**src/rtl/serial_frame_pkg.sv**
```systemverilog
`default_nettype none
// ============================================================================
// Module   : serial_frame_pkg
// Brief    : Shared frame constants and FSM state type for the serial link.
// Revision : 1.0 - initial release
// ============================================================================
package serial_frame_pkg;

    typedef enum logic [1:0] {
        IDLE    = 2'd0,
        START   = 2'd1,
        HEADER  = 2'd2,
        PAYLOAD = 2'd3
    } state_t;

    localparam int                   START_LEN = 4;
    localparam logic [START_LEN-1:0] START_SEQ = 4'b1101;
    localparam int                   HDR_W     = 8;

endpackage
`default_nettype wire

```
**src/rtl/tx_byte_buffer.sv**
```systemverilog
`default_nettype none
// ============================================================================
// Module   : tx_byte_buffer
// Brief    : One-byte prefetch holding register with valid/ready handshake
//            and a count of payload bytes still to be fetched for the frame.
// Revision : 1.0 - initial release
// ============================================================================
module tx_byte_buffer #(
    parameter int HDR_W = serial_frame_pkg::HDR_W
) (
    input  logic             clk,
    input  logic             rst,
    input  logic             i_load,
    input  logic [HDR_W-1:0] i_len,
    input  logic             i_active,
    input  logic             i_take,
    input  logic             i_clear,
    input  logic [7:0]       i_data,
    input  logic             i_data_valid,
    output logic             o_data_ready,
    output logic             o_full,
    output logic [7:0]       o_data
);

    // One extra bit so ceil((2**HDR_W-1)/8) fits without wrapping.
    localparam int FETCH_W = HDR_W - 2;

    logic [FETCH_W-1:0] r_fetch_left;
    logic               r_full;
    logic [7:0]         r_data;
    logic [FETCH_W-1:0] w_bytes_needed;
    logic               w_fetch;

    assign w_bytes_needed = {1'b0, i_len[HDR_W-1:3]} + FETCH_W'(|i_len[2:0]);
    assign o_data_ready   = ~r_full & (r_fetch_left != '0) & i_active;
    assign w_fetch        = i_data_valid & o_data_ready;
    assign o_full         = r_full;
    assign o_data         = r_data;

    always_ff @(posedge clk or posedge rst) begin
        if (rst) begin
            r_full       <= 1'b0;
            r_data       <= '0;
            r_fetch_left <= '0;
        end else if (i_clear) begin
            r_full       <= 1'b0;
            r_fetch_left <= '0;
        end else if (i_load) begin
            r_full       <= 1'b0;
            r_fetch_left <= w_bytes_needed;
        end else if (w_fetch) begin
            r_full       <= 1'b1;
            r_data       <= i_data;
            r_fetch_left <= r_fetch_left - FETCH_W'(1);
        end else if (i_take) begin
            r_full       <= 1'b0;
        end
    end

endmodule
`default_nettype wire

```
**src/rtl/serial_frame_tx.sv**
```systemverilog
`default_nettype none
// ============================================================================
// Module   : serial_frame_tx
// Brief    : Serial frame transmitter: start sequence, length header, then
//            N payload bits drawn MSB first from a prefetched byte stream.
// Revision : 1.0 - initial release
// ============================================================================
module serial_frame_tx #(
    parameter int                   START_LEN  = serial_frame_pkg::START_LEN,
    parameter logic [START_LEN-1:0] START_SEQ  = serial_frame_pkg::START_SEQ,
    parameter int                   HDR_W      = serial_frame_pkg::HDR_W,
    parameter logic                 IDLE_LEVEL = 1'b0
) (
    input  logic             clk,
    input  logic             rst,
    input  logic             req,
    input  logic [HDR_W-1:0] len,
    input  logic [7:0]       data_in,
    input  logic             data_valid,
    output logic             data_ready,
    output logic             ser_out,
    output logic             ser_out_valid,
    output logic             busy,
    output logic             frame_done,
    output logic             underrun_err
);

    import serial_frame_pkg::*;

    localparam int HS_W = START_LEN + HDR_W;

    state_t           r_state;
    logic [HDR_W-1:0] r_cnt;
    logic [HDR_W-1:0] r_len;
    logic [HS_W-1:0]  r_hdr_sr;
    logic [7:0]       r_shift;
    logic [2:0]       r_byte_bits;
    logic             r_ser;
    logic             r_ser_valid;
    logic             r_busy;
    logic             r_done;
    logic             r_underrun;

    logic [HS_W-1:0]  w_seed;
    logic             w_boundary;
    logic             w_take;
    logic             w_underrun;
    logic             w_full;
    logic [7:0]       w_hold;

    // Start pattern and header leave through one shift register.
    assign w_seed     = {START_SEQ, len};
    assign w_boundary = ((r_state == HEADER)  && (r_cnt == '0) && (r_len != '0)) ||
                        ((r_state == PAYLOAD) && (r_cnt != '0) && (r_byte_bits == 3'd0));
    assign w_take     = w_boundary & w_full;
    assign w_underrun = w_boundary & ~w_full;

    tx_byte_buffer #(
        .HDR_W        (HDR_W)
    ) u_buf (
        .clk          (clk),
        .rst          (rst),
        .i_load       ((r_state == IDLE) && req),
        .i_len        (len),
        .i_active     (r_busy),
        .i_take       (w_take),
        .i_clear      (w_underrun),
        .i_data       (data_in),
        .i_data_valid (data_valid),
        .o_data_ready (data_ready),
        .o_full       (w_full),
        .o_data       (w_hold)
    );

    always_ff @(posedge clk or posedge rst) begin
        if (rst) begin
            r_state     <= IDLE;
            r_cnt       <= '0;
            r_len       <= '0;
            r_hdr_sr    <= '0;
            r_shift     <= '0;
            r_byte_bits <= '0;
            r_ser       <= IDLE_LEVEL;
            r_ser_valid <= 1'b0;
            r_busy      <= 1'b0;
            r_done      <= 1'b0;
            r_underrun  <= 1'b0;
        end else begin
            r_done     <= 1'b0;
            r_underrun <= 1'b0;
            case (r_state)
                IDLE: begin
                    if (req) begin
                        r_state  <= START;
                        r_len    <= len;
                        r_cnt    <= HDR_W'(START_LEN - 1);
                        r_ser    <= w_seed[HS_W-1];
                        r_hdr_sr <= {w_seed[HS_W-2:0], 1'b0};
                        r_busy   <= 1'b1;
                    end
                end
                START: begin
                    r_ser    <= r_hdr_sr[HS_W-1];
                    r_hdr_sr <= {r_hdr_sr[HS_W-2:0], 1'b0};
                    if (r_cnt == '0) begin
                        r_state <= HEADER;
                        r_cnt   <= HDR_W'(HDR_W - 1);
                    end else begin
                        r_cnt   <= r_cnt - HDR_W'(1);
                    end
                end
                HEADER: begin
                    if (r_cnt != '0) begin
                        r_ser    <= r_hdr_sr[HS_W-1];
                        r_hdr_sr <= {r_hdr_sr[HS_W-2:0], 1'b0};
                        r_cnt    <= r_cnt - HDR_W'(1);
                    end else if (r_len == '0) begin
                        r_state <= IDLE;
                        r_ser   <= IDLE_LEVEL;
                        r_busy  <= 1'b0;
                        r_done  <= 1'b1;
                    end else if (w_full) begin
                        r_state     <= PAYLOAD;
                        r_cnt       <= r_len - HDR_W'(1);
                        r_ser       <= w_hold[7];
                        r_shift     <= {w_hold[6:0], 1'b0};
                        r_byte_bits <= 3'd7;
                        r_ser_valid <= 1'b1;
                    end else begin
                        r_state    <= IDLE;
                        r_ser      <= IDLE_LEVEL;
                        r_busy     <= 1'b0;
                        r_underrun <= 1'b1;
                    end
                end
                PAYLOAD: begin
                    if (r_cnt == '0) begin
                        r_state     <= IDLE;
                        r_ser       <= IDLE_LEVEL;
                        r_ser_valid <= 1'b0;
                        r_busy      <= 1'b0;
                        r_done      <= 1'b1;
                    end else if (r_byte_bits != 3'd0) begin
                        r_ser       <= r_shift[7];
                        r_shift     <= {r_shift[6:0], 1'b0};
                        r_byte_bits <= r_byte_bits - 3'd1;
                        r_cnt       <= r_cnt - HDR_W'(1);
                    end else if (w_full) begin
                        r_ser       <= w_hold[7];
                        r_shift     <= {w_hold[6:0], 1'b0};
                        r_byte_bits <= 3'd7;
                        r_cnt       <= r_cnt - HDR_W'(1);
                    end else begin
                        // Byte boundary with nothing prefetched: drop the frame.
                        r_state     <= IDLE;
                        r_ser       <= IDLE_LEVEL;
                        r_ser_valid <= 1'b0;
                        r_busy      <= 1'b0;
                        r_underrun  <= 1'b1;
                    end
                end
                default: r_state <= IDLE;
            endcase
        end
    end

    assign ser_out       = r_ser;
    assign ser_out_valid = r_ser_valid;
    assign busy          = r_busy;
    assign frame_done    = r_done;
    assign underrun_err  = r_underrun;

endmodule
`default_nettype wire

```
**config.mk**
```make
export PLATFORM = sky130hd
export DESIGN_NAME = serial_frame_tx
export DESIGN_NICKNAME = d
export VERILOG_FILES = /design/src/rtl/serial_frame_pkg.sv /design/src/rtl/tx_byte_buffer.sv /design/src/rtl/serial_frame_tx.sv
export SDC_FILE = /design/constraint.sdc
export NUM_CORES = 1
export LEC_CHECK = 0
export BUFFER_PORTS_ARGS = -buffer_cell sky130_fd_sc_hd__buf_2
export CAP_MARGIN = 10
export CORE_AREA = 4 4 78 80
export CTS_CLUSTER_SIZE = 14
export DETAILED_ROUTE_END_ITERATION = 8
export DIE_AREA = 0 0 82 84
export GPL_TIMING_DRIVEN = 0
export PLACE_DENSITY = 0.85
export SKIP_LAST_GASP = 1
export SYNTH_ARGS = -nofsm -noshare
export SYNTH_HDL_FRONTEND = slang
export SYNTH_SLANG_ARGS = --single-unit
```
**constraint.sdc**
```tcl
create_clock -name clk -period 5.58 [get_ports clk]
set_input_delay 0.837 -clock clk [delete_from_list [all_inputs] [get_ports clk]]
set_output_delay 0.837 -clock clk [all_outputs]
set_load 0.005 [all_outputs]
```
## Word level (Yosys, flattened, before mapping)

Cells that the tools add are included.

| cells by class | value |
|---|---|
| add/subtract/negate cells | 5 |
| equal/unequal tests | 15 |
| mux-type cells | 70 |
| bitwise operators | 8 |
| reduce and logical (&&, ||, !) cells | 28 |

Operators by type and width:

| operator | number |
|---|---|
| $mux W8 | 13 |
| $pmux W12 S3 | 1 |
| $pmux W8 S4 | 1 |
| $mux W1 | 29 |
| $mux W12 | 2 |
| $mux W6 | 3 |
| $logic_not A8 Y1 | 2 |
| $mux W2 | 8 |
| $pmux W8 S2 | 1 |
| $reduce_bool A8 Y1 | 2 |
| $sub A8 B1 Y8 const B | 2 |
| $mux W3 | 5 |
| $reduce_bool A3 Y1 | 4 |
| $ne A2 B2 Y1 const B | 5 |
| $reduce_and A5 Y1 | 2 |
| $ne A3 B3 Y1 const B | 3 |
| $pmux W2 S4 | 1 |
| $reduce_and A4 Y1 | 2 |
| $add A5 B1 Y6 | 1 |
| $ne A3 B1 Y1 const B | 2 |
| $pmux W1 S2 | 3 |
| $pmux W3 S2 | 1 |
| $reduce_and A3 Y1 | 2 |
| $reduce_and A6 Y1 | 1 |
| 18 further kinds | 30 |

| word-level totals | value |
|---|---|
| flip-flop bits (word level) | 61 |
| input bits | 20 |

## Longest topological paths before layout

| logic depth | value |
|---|---|
| word-level depth | 9 |
| mapped depth | 9 |

## Cells and area by module

A second synthesis with hierarchy kept.

| unflattened totals | value |
|---|---|
| cell total of the unflattened synthesis | 366 |
| area total of the unflattened synthesis | 3627.2 µm² |

By module, submodules not included:

| module | instances | cells an instance | area each (µm²) | seq. area each (µm²) |
|---|---|---|---|---|
| serial_frame_tx | 1 | 284 | 2705.1 | 1126.1 |
| tx_byte_buffer | 1 | 82 | 922.1 | 375.4 |

## Worst setup path after synthesis

No wires, ideal clock.

| timing path | value |
|---|---|
| path type | register to register |
| start | register r_len[3] |
| end | register r_busy, in the netlist busy |
| arrival | 2.249 ns |
| data required time | 5.462 ns |
| slack | 3.213 ns |
| stages on the path, launching flop included | 7 |
| buffers on the path | 1 |
| period minus slack after synthesis | 2.367 ns |
| cells stage by stage | dfrtp_1 -> or4_4 -> or3_1 -> buf_6 -> and3_4 -> or4_1 -> a21o_1 |

| between the ends | value |
|---|---|
| longest elaborated chain between the ends | 4 |

RTL lines:

| element | RTL line | RTL |
|---|---|---|
| start, declared | serial_frame_tx.sv:34 | `logic [HDR_W-1:0] r_len;` |
| start signal, assigned | serial_frame_tx.sv:95 | `r_len <= len;` |
| $logic_not A8 Y1 | serial_frame_tx.sv:117 | `end else if (r_len == '0) begin` |
| $mux W1 | serial_frame_tx.sv:117 |  |
| $mux W1 | serial_frame_tx.sv:113 | `if (r_cnt != '0) begin` |
| $pmux W1 S3 | serial_frame_tx.sv:91 | `case (r_state)` |
| end signal, assigned | serial_frame_tx.sv:99 | `r_busy <= 1'b1;` |
| end signal, assigned | serial_frame_tx.sv:120 | `r_busy <= 1'b0;` |
| end signal, assigned | serial_frame_tx.sv:132 | `r_busy <= 1'b0;` |
| end, declared | serial_frame_tx.sv:40 | `logic r_busy;` |

No other way between the ends. The select of a mux whose other input is x is not followed.
A chain may end at the register's enable or synchronous reset.

## Worst setup path after layout

| timing path | value |
|---|---|
| start | register r_cnt[0] |
| end | register r_cnt[3] |

| between the ends | value |
|---|---|
| longest elaborated chain between the ends | 5 |

RTL lines:

| element | RTL line | RTL |
|---|---|---|
| start, declared | serial_frame_tx.sv:33 | `logic [HDR_W-1:0] r_cnt;` |
| start signal, assigned | serial_frame_tx.sv:96 | `r_cnt <= HDR_W'(START_LEN - 1);` |
| start signal, assigned | serial_frame_tx.sv:107 | `r_cnt <= HDR_W'(HDR_W - 1);` |
| start signal, assigned | serial_frame_tx.sv:109 | `r_cnt <= r_cnt - HDR_W'(1);` |
| $sub A8 B1 Y8 | - |  |
| $mux W8 | serial_frame_tx.sv:148 | `end else if (w_full) begin` |
| $mux W8 | serial_frame_tx.sv:143 | `end else if (r_byte_bits != 3'd0) begin` |
| $mux W8 | serial_frame_tx.sv:137 | `if (r_cnt == '0) begin` |
| $pmux W8 S4 | serial_frame_tx.sv:91 |  |

Several ways; a longest one is shown, not always the timed one. The select of a mux whose other input is x is not followed.

==> results.txt <==
Tracing the worst setup path back leads to its startpoint at r_cnt[0]$_DFFE_PP0P_. Once detail routing completed, the nets flagged for antenna violations numbered 0. The layout-stage area growth over the synthesis result is 12.5%. The number of buffers between clock root and the deepest sink is 2. TritonCTS built the clock tree. For this run, the number of Yosys warnings is 0. The global-route congestion overflow total came out at 0. The depth of the most critical reg-to-reg path is 7.

The fraction of synthesized cell area taken by the top area cell type is 44.0%. The post-layout utilization of the core came out at 71.0%. The die area came out at 0.00689 mm2. The count of flip-flops with a built-in enable after synthesis is 0. The worst relative slew slack is 31.0%. In this run the static leakage power is between 1.5 and 2 nW. The via count is 2873.

The logic depth of the worst setup path including buffers is 7. The H-tree depth came out at 3. The count of max-cap constraint violations is 0. In this run, distinct cell masters in the synthesized netlist total 57. The initial utilization of the core area, before any placement, comes to 63.1%. The first global-routing pass estimated approximately 14000 um of wire. The path type of the worst setup path is flop to flop. The leading area contributor after synthesis is sky130_fd_sc_hd__dfrtp_1. 26 I/O pins were placed. The number of resized instances in the post-cts repair step came out at 0. The total count of hold-check failures in the final report is 0. The start of the worst register-to-register path is r_cnt[0]$_DFFE_PP0P_.

The kind of cell with the highest combined delay along the critical path is simple AND/OR/NAND/NOR gates. The capturing instance or port of the critical path is r_cnt[3]$_DFFE_PP0P_. The sequential fraction of the synthesis area is roughly 44%. Traced cell by cell, the critical path runs through inv_1 -> ha_1 -> nor4b_1 -> nand2_1 -> a21oi_1 -> o31ai_1 -> a22o_1. Counting both buffers and inverters, the worst setup path holds a total of 1. For flop-to-flop paths, the worst setup slack is between 2 and 3 ns.

The total inserted antenna cells is 0. The number of CTS-inserted buffers is 9. The final layout contains 421 nets. The number of inserted filler cells in the final layout is roughly 420.

The routed wire length per instance is 17.2 um. The fmax came out at 0.333 GHz. The number of global-route vias before repair is 2906.

By area the synthesized netlist is led by sky130_fd_sc_hd__dfrtp_1, sky130_fd_sc_hd__ha_1, sky130_fd_sc_hd__mux2_2, sky130_fd_sc_hd__a21oi_1, sky130_fd_sc_hd__o21ai_0. The hold buffer count at CTS came out at 0. Synthesis produced a netlist with a net count of 384. The post-place instance area is 0.00365 mm2.

Post-CTS timing repair inserted 0 buffers for setup. The worst setup slack after placement is 2.63 ns. The detailed-route wire length came out at 8010 um. Setup repair after global routing left no endpoint under its margin.

In the final layout, flip-flops and latches occupy 0.00150 mm2. The number of clock sinks is 60. Of all nets on the critical path, the largest fanout is 8. Setup slack on the critical path of the routed design comes to ~2.6 ns. The final sum of negative setup slack came out at 0 ns. Total power for the finished layout comes to approximately 2.3 mW.

In the synthesized netlist the dominant register cell turns out to be sky130_fd_sc_hd__dfrtp_1. In this run the worst hold path is classified as flop to flop. The number of pins with negative max-slew slack in the final report came out at 0. The largest stage delay on the critical path came out at 0.84 ns.

In this run the core area contains 27 standard-cell rows. The vertical die dimension came out at around 84 um. The run finished with clean final reports. The core outline area came out at 0.00541 mm2. The cell count after synthesis came out at 351. The required time reported for the critical path endpoint is 5.80 ns. The post-synth design cell area came out at 0.00341 mm2.

The overall die width is 82 um. The last weighted congestion value of the routability-driven placer came out at 0.904. The fraction of registers with async set or reset after synthesis came out at 100%. The final critical path time including I/O delays and setup came out at 3.00 ns.

The register bit total from synthesis came out at 60. The area of all placed cells without fillers is 0.00384 mm2. The number of search-and-repair iterations in the first detailed-routing pass came out at 7. The period utilization is 53.8%. The post-route netlist has 16.5% of its cells at a drive strength greater than 1. The peak ir drop on the vdd network came out at between 0.3 and 0.4 mV. The capture instance of the worst register-to-register path is r_cnt[3]$_DFFE_PP0P_. The mean post-synth cell area is 9.72 um2. Summing all multi-input logic gate instances after layout gives around 0.0018 mm2.

The worst setup path is captured at a flop. For this run, the total global-route usage over all layers was measured as 25.6%. The cell area power density is 608 mW/mm2.

The final setup violation count is 0. During placement, the flow inserted port buffers numbering 25. STA classifies the critical path startpoint as a flop. On the final layout, the worst clock skew is 0.0160 ns. In the routed layout, each cell is associated on average with a via count of between 6 and 7.

The HPWL reported at the end of detailed placement came out at roughly 5700 um. CTS placed an instance of sky130_fd_sc_hd__clkbuf_8 at the clock tree root. The first routing iteration left approximately 260 violations. The register clock-pin slew on the reported worst setup and hold paths is 0.08 ns. The number of remaining DRC errors came out at 0. The slowest library cell on the worst path is sky130_fd_sc_hd__nor4b_1. The initial antenna violation count is 0. The arrival time of the worst setup path is 3.22 ns.

For the worst-skew pair, the clock arrives at the later sink with an insertion delay of roughly 0.34 ns. The worst-margin pin slew came out at 1.02 ns. The maximum number of pins on one net before global-route repair came out at 33.
==> sequential cells by signal, summed over array words and instances (netlist names) <==
name / flops
u_buf.r_fetch_left: 6
r_shift: 8
r_byte_bits: 3
r_cnt: 8
underrun_err: 1
ser_out: 1
u_buf.o_data: 8
ser_out_valid: 1
r_hdr_sr: 11
frame_done: 1
u_buf.o_full: 1
busy: 1
r_len: 8
r_state: 2
==> metrics by stage <==
step / instances / hold WS (ns)
floorplan: 351 / 0.459
global placement: 448 / 0.480
detailed placement: 449 / 0.495
CTS: 465 / 0.503
global route: 465 / 0.519
finish: 465 / 0.503
==> where the power goes <==
part | internal, mW | total (mW) | switching (mW)
clock | 0.206 | 0.385 | 0.179
sequential | 0.626 | 0.787 | 0.162
combinational | 0.492 | 1.16 | 0.670
total | 1.32 | 2.33 | 1.01
==> layout make-up <==
cell class,count,share of cell area [%]
Multi-Input combinational cell,253,45.8
Inverter,20,1.96
Tap cell,72,2.35
Timing Repair Buffer,26,3.78
Clock buffer,10,3.32
Buffer,18,1.99
Clock inverter,6,1.69
Sequential cell,60,39.1
==> kinds of logic after synthesis <==
group	Yosys count	share of synthesized area [%]
and+or+nand+nor	107	16.8
AOI/OAI and AO/OA	100	20.2
DFF	60	44.0
buffers and inverters	38	4.44
muxes	21	6.68
adders and majority gates	13	4.77
xor gates and xnor gates	12	3.08
==> synth_stat cells, types with 2 or more instances <==
library cell                number
sky130_fd_sc_hd__mux2_2         14
sky130_fd_sc_hd__a21oi_1        24
sky130_fd_sc_hd__and2_1          3
sky130_fd_sc_hd__xnor2_1         5
sky130_fd_sc_hd__mux2i_1         7
sky130_fd_sc_hd__nand3b_1       10
sky130_fd_sc_hd__a31oi_1         2
sky130_fd_sc_hd__ha_1           13
sky130_fd_sc_hd__o22ai_1         4
sky130_fd_sc_hd__nor3_1         13
sky130_fd_sc_hd__clkbuf_1       16
sky130_fd_sc_hd__xor2_1          7
sky130_fd_sc_hd__nand2b_1        5
sky130_fd_sc_hd__dfrtp_1        60
sky130_fd_sc_hd__nand3_1         8
sky130_fd_sc_hd__o21ai_0        20
sky130_fd_sc_hd__a21boi_0        2
sky130_fd_sc_hd__o22a_1          3
sky130_fd_sc_hd__o211ai_1        2
sky130_fd_sc_hd__nor2_1         26
sky130_fd_sc_hd__a211oi_1        4
sky130_fd_sc_hd__a2bb2oi_1       9
sky130_fd_sc_hd__o21a_1          2
sky130_fd_sc_hd__a32o_1          3
sky130_fd_sc_hd__inv_1          20
sky130_fd_sc_hd__nor2b_1         2
sky130_fd_sc_hd__nor3b_1         2
sky130_fd_sc_hd__nand2_1        20
sky130_fd_sc_hd__o211a_1         2
sky130_fd_sc_hd__a22o_1          5
sky130_fd_sc_hd__or3_1           6
sky130_fd_sc_hd__o31ai_1         7
==> metal layers <==
| layer | vias to the layer above | share of wire, % | track usage [%] |
|---|---|---|---|
| met3 | 18 | 4.4 | 4.32 |
| li1 | 1351 | - | - |
| met5 | - | 0 | 0 |
| met4 | 0 | 1.7 | 9.82 |
| met2 | 93 | 50 | 41.7 |
| met1 | 1411 | 44 | 33.6 |
==> how the worst min path moves through the flow <==
stage | startpoint | end | slack [ns] | cells past startpoint
floorplan | r_shift[0]$_DFFE_PP0P_ | r_shift[0]$_DFFE_PP0P_ | 0.46 | 1
global placement | u_buf.o_data[4]$_DFFE_PP0P_ | u_buf.o_data[4]$_DFFE_PP0P_ | 0.48 | 1
detailed placement | u_buf.o_data[6]$_DFFE_PP0P_ | u_buf.o_data[6]$_DFFE_PP0P_ | 0.50 | 1
CTS | u_buf.o_data[6]$_DFFE_PP0P_ | u_buf.o_data[6]$_DFFE_PP0P_ | 0.50 | 1
global route | u_buf.o_data[6]$_DFFE_PP0P_ | u_buf.o_data[6]$_DFFE_PP0P_ | 0.52 | 1
finish | u_buf.o_data[6]$_DFFE_PP0P_ | u_buf.o_data[6]$_DFFE_PP0P_ | 0.50 | 1
==> worst reg2reg max path: stages (launching register included) <==
cell and delay (ns):
sky130_fd_sc_hd__dfrtp_1 0.41, sky130_fd_sc_hd__inv_1 0.09, sky130_fd_sc_hd__ha_1 0.22, sky130_fd_sc_hd__nor4b_1 0.84, sky130_fd_sc_hd__nand2_1 0.39, sky130_fd_sc_hd__a21oi_1 0.52, sky130_fd_sc_hd__o31ai_1 0.15, sky130_fd_sc_hd__a22o_1 0.26
==> cells in the final DEF (no fill, tap or decap), types with 2 or more instances in the layout <==
master / count
sky130_fd_sc_hd__clkinv_4: 2
sky130_fd_sc_hd__a21oi_1: 24
sky130_fd_sc_hd__xor2_1: 7
sky130_fd_sc_hd__buf_2: 26
sky130_fd_sc_hd__a211oi_1: 4
sky130_fd_sc_hd__mux2i_1: 7
sky130_fd_sc_hd__nand2b_1: 5
sky130_fd_sc_hd__ha_1: 13
sky130_fd_sc_hd__o21a_1: 2
sky130_fd_sc_hd__nand2_1: 20
sky130_fd_sc_hd__clkbuf_1: 17
sky130_fd_sc_hd__a2bb2oi_1: 9
sky130_fd_sc_hd__mux2_2: 14
sky130_fd_sc_hd__a31oi_1: 2
sky130_fd_sc_hd__inv_1: 19
sky130_fd_sc_hd__o211a_1: 2
sky130_fd_sc_hd__xnor2_1: 5
sky130_fd_sc_hd__or3_1: 6
sky130_fd_sc_hd__nor3_1: 13
sky130_fd_sc_hd__nor2_1: 26
sky130_fd_sc_hd__nand3b_1: 10
sky130_fd_sc_hd__and2_1: 3
sky130_fd_sc_hd__o22a_1: 3
sky130_fd_sc_hd__o21ai_0: 20
sky130_fd_sc_hd__a22o_1: 5
sky130_fd_sc_hd__nor3b_1: 2
sky130_fd_sc_hd__a32o_1: 3
sky130_fd_sc_hd__clkinv_2: 2
sky130_fd_sc_hd__a21boi_0: 2
sky130_fd_sc_hd__clkbuf_8: 9
sky130_fd_sc_hd__nor2b_1: 2
sky130_fd_sc_hd__dfrtp_1: 60
sky130_fd_sc_hd__nand3_1: 8
sky130_fd_sc_hd__o31ai_1: 7
sky130_fd_sc_hd__o211ai_1: 2
sky130_fd_sc_hd__o22ai_1: 4
No activity file was read; power rests on OpenSTA's default activity.
